<file path="config.mk">
export PLATFORM = sky130hd
export DESIGN_NAME = dig_readout
export DESIGN_NICKNAME = d
export VERILOG_FILES = /design/src/rtl/dig_readout_pkg.sv /design/src/rtl/dig_sync_bus.sv /design/src/rtl/dig_readout.sv
export SDC_FILE = /design/constraint.sdc
export NUM_CORES = 1
export LEC_CHECK = 0
export ABC_AREA = 0
export CORE_MARGIN = 5
export CORE_UTILIZATION = 62
export DETAILED_ROUTE_END_ITERATION = 6
export GPL_ROUTABILITY_DRIVEN = 0
export PLACE_DENSITY = 0.84
export SLEW_MARGIN = 5
export SYNTH_ARGS = -nofsm -noshare
export SYNTH_HDL_FRONTEND = slang
export SYNTH_SLANG_ARGS = --single-unit
</file>
<file path="constraint.sdc">
create_clock -name clk_i -period 6.5 [get_ports clk_i]
set_input_delay 1.3 -clock clk_i [delete_from_list [all_inputs] [get_ports clk_i]]
set_output_delay 1.3 -clock clk_i [all_outputs]
set_load 0.1 [all_outputs]
</file>
<file path="src/rtl/dig_readout_pkg.sv">
// Shared types and defaults for the comparator-count readout stage.
package dig_readout_pkg;

    typedef enum logic [2:0] {
        StIdle,
        StClr,
        StWin,
        StCapt,
        StAcc,
        StDone
    } state_e;

    localparam int unsigned DefCw      = 8;
    localparam int unsigned DefWinCyc  = 1024;
    localparam int unsigned DefNAvg    = 4;
    localparam int unsigned DefRstCyc  = 2;
    localparam int unsigned DefMaxTry  = 4;
    localparam int unsigned SyncStages = 2;

    // Cycles from the start request to valid, assuming no capture retries.
    function automatic int unsigned expected_latency(input int unsigned n_avg,
                                                     input int unsigned rst_cyc,
                                                     input int unsigned win_cyc);
        return n_avg * (rst_cyc + win_cyc + 2) + 1;
    endfunction

endpackage

</file>
<file path="src/rtl/dig_sync_bus.sv">
// Per-bit multi-flop synchronizer for a bus from an unrelated clock domain.
module dig_sync_bus
    import dig_readout_pkg::*;
#(
    parameter int unsigned WIDTH = 8
) (
    input  logic             clk_i,
    input  logic             rst_i,
    input  logic [WIDTH-1:0] d_i,
    output logic [WIDTH-1:0] q_o
);

    logic [WIDTH-1:0] stage_q [SyncStages];

    // Shift the asynchronous value through the synchronizer chain.
    always_ff @(posedge clk_i or posedge rst_i) begin
        if (rst_i) begin
            for (int i = 0; i < SyncStages; i++) stage_q[i] <= '0;
        end else begin
            stage_q[0] <= d_i;
            for (int i = 1; i < SyncStages; i++) stage_q[i] <= stage_q[i-1];
        end
    end

    assign q_o = stage_q[SyncStages-1];

endmodule

</file>
<file path="src/rtl/dig_readout.sv">
// Windowed capture and accumulation of the comparator pulse counter.
module dig_readout
    import dig_readout_pkg::*;
#(
    parameter int unsigned CW      = DefCw,
    parameter int unsigned WIN_CYC = DefWinCyc,
    parameter int unsigned N_AVG   = DefNAvg,
    parameter int unsigned ACC_W   = CW + $clog2(N_AVG),
    parameter int unsigned RST_CYC = DefRstCyc,
    parameter int unsigned MAX_TRY = DefMaxTry
) (
    input  logic             clk_i,
    input  logic             rst_i,
    input  logic             start_i,
    input  logic [CW-1:0]    cnt_in_i,
    output logic             cnt_rst_o,
    output logic             busy_o,
    output logic [ACC_W-1:0] data_o,
    output logic             valid_o,
    input  logic             ready_i,
    output logic             ovf_o,
    output logic             err_o
);

    localparam int unsigned RcW = $clog2(RST_CYC + 1);
    localparam int unsigned WcW = $clog2(WIN_CYC);
    localparam int unsigned TcW = $clog2(MAX_TRY + 1);
    localparam int unsigned IxW = $clog2(N_AVG + 1);

    localparam logic [RcW-1:0] RstLast = RcW'(RST_CYC - 1);
    localparam logic [WcW-1:0] WinLast = WcW'(WIN_CYC - 1);
    localparam logic [TcW-1:0] TryLast = TcW'(MAX_TRY - 1);
    localparam logic [IxW-1:0] IdxLast = IxW'(N_AVG - 1);

    state_e           state_q, state_d;
    logic [RcW-1:0]   rst_cnt_q, rst_cnt_d;
    logic [WcW-1:0]   win_cnt_q, win_cnt_d;
    logic [TcW-1:0]   try_q, try_d;
    logic [IxW-1:0]   idx_q, idx_d;
    logic             wrap_q, wrap_d;
    logic [CW-1:0]    sample_q, sample_d;
    logic [CW-1:0]    cs_prev_q;
    logic [ACC_W-1:0] acc_q, acc_d;
    logic [ACC_W-1:0] data_q, data_d;
    logic             ovf_q, ovf_d;
    logic             err_q, err_d;
    logic             cnt_rst_q, cnt_rst_d;

    logic [CW-1:0]    cs;
    logic [CW-1:0]    acc_sample;
    logic [ACC_W-1:0] acc_sum;

    dig_sync_bus #(
        .WIDTH(CW)
    ) u_sync (
        .clk_i(clk_i),
        .rst_i(rst_i),
        .d_i  (cnt_in_i),
        .q_o  (cs)
    );

    // State and datapath registers; reset holds the external counter cleared.
    always_ff @(posedge clk_i or posedge rst_i) begin
        if (rst_i) begin
            state_q   <= StIdle;
            rst_cnt_q <= '0;
            win_cnt_q <= '0;
            try_q     <= '0;
            idx_q     <= '0;
            wrap_q    <= 1'b0;
            sample_q  <= '0;
            cs_prev_q <= '0;
            acc_q     <= '0;
            data_q    <= '0;
            ovf_q     <= 1'b0;
            err_q     <= 1'b0;
            cnt_rst_q <= 1'b1;
        end else begin
            state_q   <= state_d;
            rst_cnt_q <= rst_cnt_d;
            win_cnt_q <= win_cnt_d;
            try_q     <= try_d;
            idx_q     <= idx_d;
            wrap_q    <= wrap_d;
            sample_q  <= sample_d;
            cs_prev_q <= cs;
            acc_q     <= acc_d;
            data_q    <= data_d;
            ovf_q     <= ovf_d;
            err_q     <= err_d;
            cnt_rst_q <= cnt_rst_d;
        end
    end

    // Next-state logic for the measurement sequence.
    always_comb begin
        state_d    = state_q;
        rst_cnt_d  = rst_cnt_q;
        win_cnt_d  = win_cnt_q;
        try_d      = try_q;
        idx_d      = idx_q;
        wrap_d     = wrap_q;
        sample_d   = sample_q;
        acc_d      = acc_q;
        data_d     = data_q;
        ovf_d      = ovf_q;
        err_d      = err_q;
        acc_sample = wrap_q ? {CW{1'b1}} : sample_q;
        acc_sum    = acc_q + ACC_W'(acc_sample);

        unique case (state_q)
            StIdle: begin
                if (start_i) begin
                    state_d   = StClr;
                    acc_d     = '0;
                    ovf_d     = 1'b0;
                    err_d     = 1'b0;
                    idx_d     = '0;
                    rst_cnt_d = '0;
                    wrap_d    = 1'b0;
                    try_d     = '0;
                end
            end
            StClr: begin
                if (rst_cnt_q == RstLast) begin
                    state_d   = StWin;
                    win_cnt_d = '0;
                end else begin
                    rst_cnt_d = rst_cnt_q + 1'b1;
                end
            end
            StWin: begin
                // The first window cycle still compares against a pre-clear value.
                if (win_cnt_q != '0 && cs_prev_q[CW-1] && !cs[CW-1]) wrap_d = 1'b1;
                if (win_cnt_q == WinLast) state_d = StCapt;
                else win_cnt_d = win_cnt_q + 1'b1;
            end
            StCapt: begin
                if (cs == cs_prev_q) begin
                    sample_d = cs;
                    state_d  = StAcc;
                end else if (try_q == TryLast) begin
                    sample_d = '0;
                    err_d    = 1'b1;
                    state_d  = StAcc;
                end else begin
                    try_d = try_q + 1'b1;
                end
            end
            StAcc: begin
                if (wrap_q) ovf_d = 1'b1;
                acc_d = acc_sum;
                idx_d = idx_q + 1'b1;
                if (idx_q == IdxLast) begin
                    state_d = StDone;
                    data_d  = acc_sum;
                end else begin
                    state_d   = StClr;
                    rst_cnt_d = '0;
                    wrap_d    = 1'b0;
                    try_d     = '0;
                end
            end
            StDone: begin
                if (ready_i) state_d = StIdle;
            end
            default: state_d = StIdle;
        endcase

        cnt_rst_d = (state_d == StClr);
    end

    assign cnt_rst_o = cnt_rst_q;
    assign busy_o    = (state_q != StIdle) && (state_q != StDone);
    assign valid_o   = (state_q == StDone);
    assign data_o    = data_q;
    assign ovf_o     = ovf_q;
    assign err_o     = err_q;

endmodule

</file>
### After elaboration in Yosys (flattened, before gate mapping)

Cells that the tools add are included.

| word-level totals | value |
|---|---|
| output and inout port bits | 15 |
| register bits | 77 |
| bits in writable memories | 0 |
| memory bits (read-only) | 0 |
| bits of input ports | 12 |
| bits in latches | 0 |
| word-level logic and storage cells | 100 |
| memories kept | 0 |

| cells by class | value |
|---|---|
| add/subtract/negate cells | 5 |
| equal/unequal tests | 22 |
| muxes and demuxes | 35 |
| reduce and logical (&&, ||, !) cells | 23 |
| shifts and indexed selects | 0 |
| $mul | 0 |
| div/mod/pow operators | 0 |
| magnitude comparators | 0 |
| bitwise gates (word level) | 0 |

Operators with widths:

| operator | count |
|---|---|
| case mux 10 bit (2 select lines) | 2 |
| two-way mux 3 bit | 11 |
| two-way mux 10 bit | 3 |
| two-way mux 8 bit | 3 |
| != test 2 bit (second input constant) | 10 |
| case mux 3 bit (6 select lines) | 1 |
| == test 3 x 2 -> 1 bit (second input constant) | 4 |
| AND reduction 4 bit | 3 |
| nonzero test 3 bit | 4 |
| adder 10 x 1 -> 10 bit (second input constant) | 1 |
| adder 10 x 8 -> 10 bit | 1 |
| == test 10 bit (second input constant) | 1 |
| nonzero test 10 bit | 1 |
| case mux 3 bit (3 select lines) | 1 |
| == test 8 bit | 1 |
| nonzero test 2 bit | 4 |
| adder 3 x 1 -> 3 bit (second input constant) | 2 |
| == test 3 x 1 -> 1 bit (second input constant) | 2 |
| == test 3 bit (second input constant) | 2 |
| two-way mux 1 bit | 6 |
| two-way mux 2 bit | 3 |
| case mux 2 bit (3 select lines) | 1 |
| case mux 3 bit (2 select lines) | 1 |
| AND reduction 2 bit | 3 |
| 10 further kinds | 14 |

### Depth between registers and ports, before layout

| depth | value |
|---|---|
| word-level depth | 5 |
| mapped depth | 8 |
| mapped depth without buffers | 8 |

### Modules after synthesis

Synthesis repeated with hierarchy kept, for this count alone.

| unflattened totals | value |
|---|---|
| cell total of the unflattened synthesis | 335 |
| area, all modules | 3,758.6 um^2 |

By module, submodules not included:

| module | area each (um^2) | instances | cells an instance | seq. area each (um^2) |
|---|---|---|---|---|
| dig_readout | 3,294.4 | 1 | 310 | 1,527.7 |
| dig_sync_bus | 464.2 | 1 | 25 | 400.4 |

### Worst setup path after synthesis

OpenSTA, ideal clock, no wires.

| path | value |
|---|---|
| path type | register to output |
| start | register state_q[2] |
| end | output port valid_o |
| arrival time | 1.463 ns |
| buffers on the path | 1 |
| path slack | 3.737 ns |
| required time | 5.200 ns |
| cell stages (with the launch flop) | 3 |
| cell sequence | dfrtp_1 > clkbuf_1 > and3_1 |

| between the ends | value |
|---|---|
| cells in the longest elaborated chain, start to end | 1 |

Ends and longest elaborated chain:

| element | line | RTL |
|---|---|---|
| from (decl) | dig_readout.sv:35 | `state_e state_q, state_d;` |
| from (signal assigned) | dig_readout.sv:65 | `state_q <= StIdle;` |
| from (signal assigned) | dig_readout.sv:79 | `state_q <= state_d;` |
| == test 3 bit | dig_readout.sv:175 | `assign valid_o = (state_q == StDone);` |
| to (decl) | dig_readout.sv:19 | `output logic valid_o,` |

No other way between the ends.

### Worst setup path in the final report

Same ends and word-level chain as after synthesis.

==> results.json <==
{
  "status": "complete, no violations",
  "io_pins": 27,
  "vias": 2221,
  "clock_path_buffers": 2,
  "min_period_ps": 3560,
  "dpl.hpwl_um": 4200,
  "power_density_nw_per_um2": 341,
  "rows": 27,
  "hold_violations": 0,
  "drive_above_1_share_pct": 11.9,
  "drt-initial-drc-count": 78,
  "path_cells": "and3_1, clkdlybuf4s50_1",
  "cp-end-kind": "primary output",
  "seq_power_share_pct": 43.4,
  "hold_class": "reg2reg",
  "wirelength_um": 6020,
  "cp_data_arrival_time_ps": 2260,
  "track_usage_pct": 18.5,
  "post-cts-setup-buffers": 0,
  "irDropWorstVdd_uv": 242,
  "p_leak_uw": 0.00184,
  "reg2reg_to": "data_o[8]",
  "required_ps": 5200,
  "crit_fanout": 14,
  "grt_remaining_overflow": 0,
  "start_util_pct": 62.9,
  "reg2reg_from": "wrap_q",
  "synthCells": 301,
  "ys_ff_latch": 77,
  "avgViaCountPerCell": 5.44,
  "synth_area_um2": 3420,
  "setup_viol": 0,
  "setup-tns-final_ps": 0,
  "yosys_warnings": 0,
  "crit_buf_inv": 1,
  "synthArstFlopShare_pct": 100,
  "critical_path.top_delay_family": "buffers and inverters",
  "synth_cell_types": 52,
  "cts.sinks": 77,
  "fin_skew_ps": 13.2,
  "die_x_um": 84.3,
  "timing.fmax_ghz": 0.281,
  "drcViolationCount": 0,
  "syn2layout_area_growth_pct": 15.1,
  "dp_slack_ps": 3300,
  "p_int_uw": 876,
  "switchingPower_uw": 470,
  "whs_path_depth": 0,
  "synth.area.top_cells": "dfrtp_1, ha_1, xnor2_1",
  "antenna_found_initial": 0,
  "period_share_pct": 54.7,
  "synth_edf_count": 0,
  "hold_buffers": 0,
  "cts_tree": "yes",
  "cts_made_buffers": 9,
  "rsz0062_at_grt": "no",
  "die_area_um2": 7110,
  "startpoint": "state_q[2]",
  "grt_pass1_vias": 2259,
  "synth_nets": 329,
  "critPathLaunchType": "register",
  "maxCapViolCount": 0,
  "wl_per_cell_um": 14.8,
  "dieHeight_um": 84.3,
  "slowest_delay_ps": 1130,
  "grt_max_degree": 78,
  "grt_pass1_wl_um": 10500,
  "switching_share_pct": 34.9,
  "avgSynthCellArea_um2": 11.4,
  "worst_pin_slew_ps": 978,
  "path_clk_slew_ps": 70,
  "synth_largest_area_cell": "dfrtp_1",
  "io_buffers": 26,
  "filler_cell_count": 384,
  "criticalPathCategory": "reg2out",
  "slew_viol_final": 0,
  "cts_root_buf": "clkbuf_8",
  "synthFlopType": "dfrtp_1",
  "h-tree-depth": 3,
  "hold_start": "u_sync.stage_q[8]",
  "core_um2": 5440,
  "ctsResizeCount": 0,
  "min_to": "u_sync.q_o[0]",
  "dr.pass1.iters": 4,
  "slew_headroom_pct": 34.6,
  "ant_nets": 0,
  "reg2reg_slack_ps": 4000,
  "yosysTopAreaCellShare_pct": 55.6,
  "insertion_delay_ps": 340,
  "p_comb_share_pct": 30.0,
  "antennaDiodeCount": 0,
  "nets": 359,
  "clkPwrFrac_pct": 26.6,
  "r2r_cells": 8,
  "layout_setup_ws_ps": 2940,
  "seq_area_frac_synth_pct": 56.3,
  "cp_slowest_cell": "clkdlybuf4s50_1"
}
==> sequential cells by signal, summed over array words and instances (netlist names), 3 cells and up <==
signal / cells
acc_q: 10
cs_prev_q: 8
data_o: 10
idx_q: 3
sample_q: 8
state_q: 3
try_q: 3
u_sync.q_o: 8
u_sync.stage_q: 8
win_cnt_q: 10
==> cells in the final DEF (no fill, tap or decap), types with 2 or more instances in the layout <==
cell type,instances
dfrtp_1,76
nand2_1,32
clkdlybuf4s50_1,26
o21ai_0,22
xnor2_1,21
nor2_1,16
ha_1,15
a22o_1,12
inv_1,11
clkbuf_8,10
a21oi_1,9
or2_2,9
nor4_1,7
nand3_1,5
xor2_1,4
mux2i_1,4
o21a_1,3
nand4_1,3
o21ai_1,3
nor3_1,2
a211oi_1,2
and2_1,2
nor4b_1,2
nand2b_1,2
o22ai_1,2
nor3b_1,2
mux2_2,2
clkinv_4,2
buf_4,2
==> metal layers <==
layer  track usage (%)  routed length (um)
met3              3.34                 210
met2              30.6                2890
met1              23.6                2780
met5                 0                   0
met4              8.92                 136
==> metrics by stage <==
stage          total power, uW  hold slack [ps]  utilization, %  std cells  cell area (um^2)
2_1_floorplan              911              331               -        301              3420
3_3_place_gp               974              333            68.8        392              3740
3_5_place_dp               994              335            68.8        392              3740
4_1_cts                   1350              351            72.5        408              3940
5_1_grt                   1420              356            72.5        408              3940
6_report                  1350              350            72.5        408              3940
==> synthesized netlist by cell type (all sizes together) (2+ instances only) <==
master	instances
a211oi	2
a21o	2
a21oi	9
a22o	12
and2	2
and3	2
buf	4
clkbuf	5
dfrtp	76
ha	15
inv	12
mux2	2
mux2i	4
nand2	32
nand2b	2
nand3	5
nand4	3
nor2	17
nor3	2
nor3b	2
nor4	7
nor4b	2
o21a	3
o21ai	25
o22ai	2
or2	9
or3	2
or3b	2
xnor2	21
xor2	4
==> area by class of cell <==
| type | instances | area (um^2) | share of cell area [%] |
|---|---|---|---|
| repair buffers | 28 | 275 | 6.98 |
| clock buffers | 11 | 141 | 3.59 |
| inverters | 12 | 45.0 | 1.14 |
| multi-input cells | 203 | 1400 | 35.6 |
| clock inverters | 5 | 60.1 | 1.52 |
| flip-flops and latches | 77 | 1930 | 48.9 |
| well taps | 72 | 90.1 | 2.29 |
==> worst max-delay path by stage <==
stage | to | slack (ps) | cells after the start
5_1_grt | valid_o | 2880 | 2
3_3_place_gp | valid_o | 3340 | 2
6_report | valid_o | 2940 | 2
4_1_cts | valid_o | 2930 | 2
2_1_floorplan | acc_q[0] | 3230 | 1
3_5_place_dp | valid_o | 3300 | 2
==> power by group through the flow <==
| stage | sequential, uW | combinational, uW | clock (uW) |
|---|---|---|---|
| 2_1_floorplan | 605 | 306 | 0 |
| 3_3_place_gp | 588 | 386 | 0 |
| 3_5_place_dp | 593 | 401 | 0 |
| 4_1_cts | 584 | 405 | 365 |
| 5_1_grt | 592 | 442 | 389 |
| 6_report | 585 | 403 | 358 |
==> cell families after synthesis <==
kind of cell	share of synthesized area (%)
flip-flops	56.3
buffers and inverters	2.74
XOR/XNOR	6.40
multiplexers	1.83
AO/OA/AOI/OAI	12.8
AND/OR/NAND/NOR	13.9
adder cells (fa/ha/maj)	6.07
(Power assumes the default switching activity.)
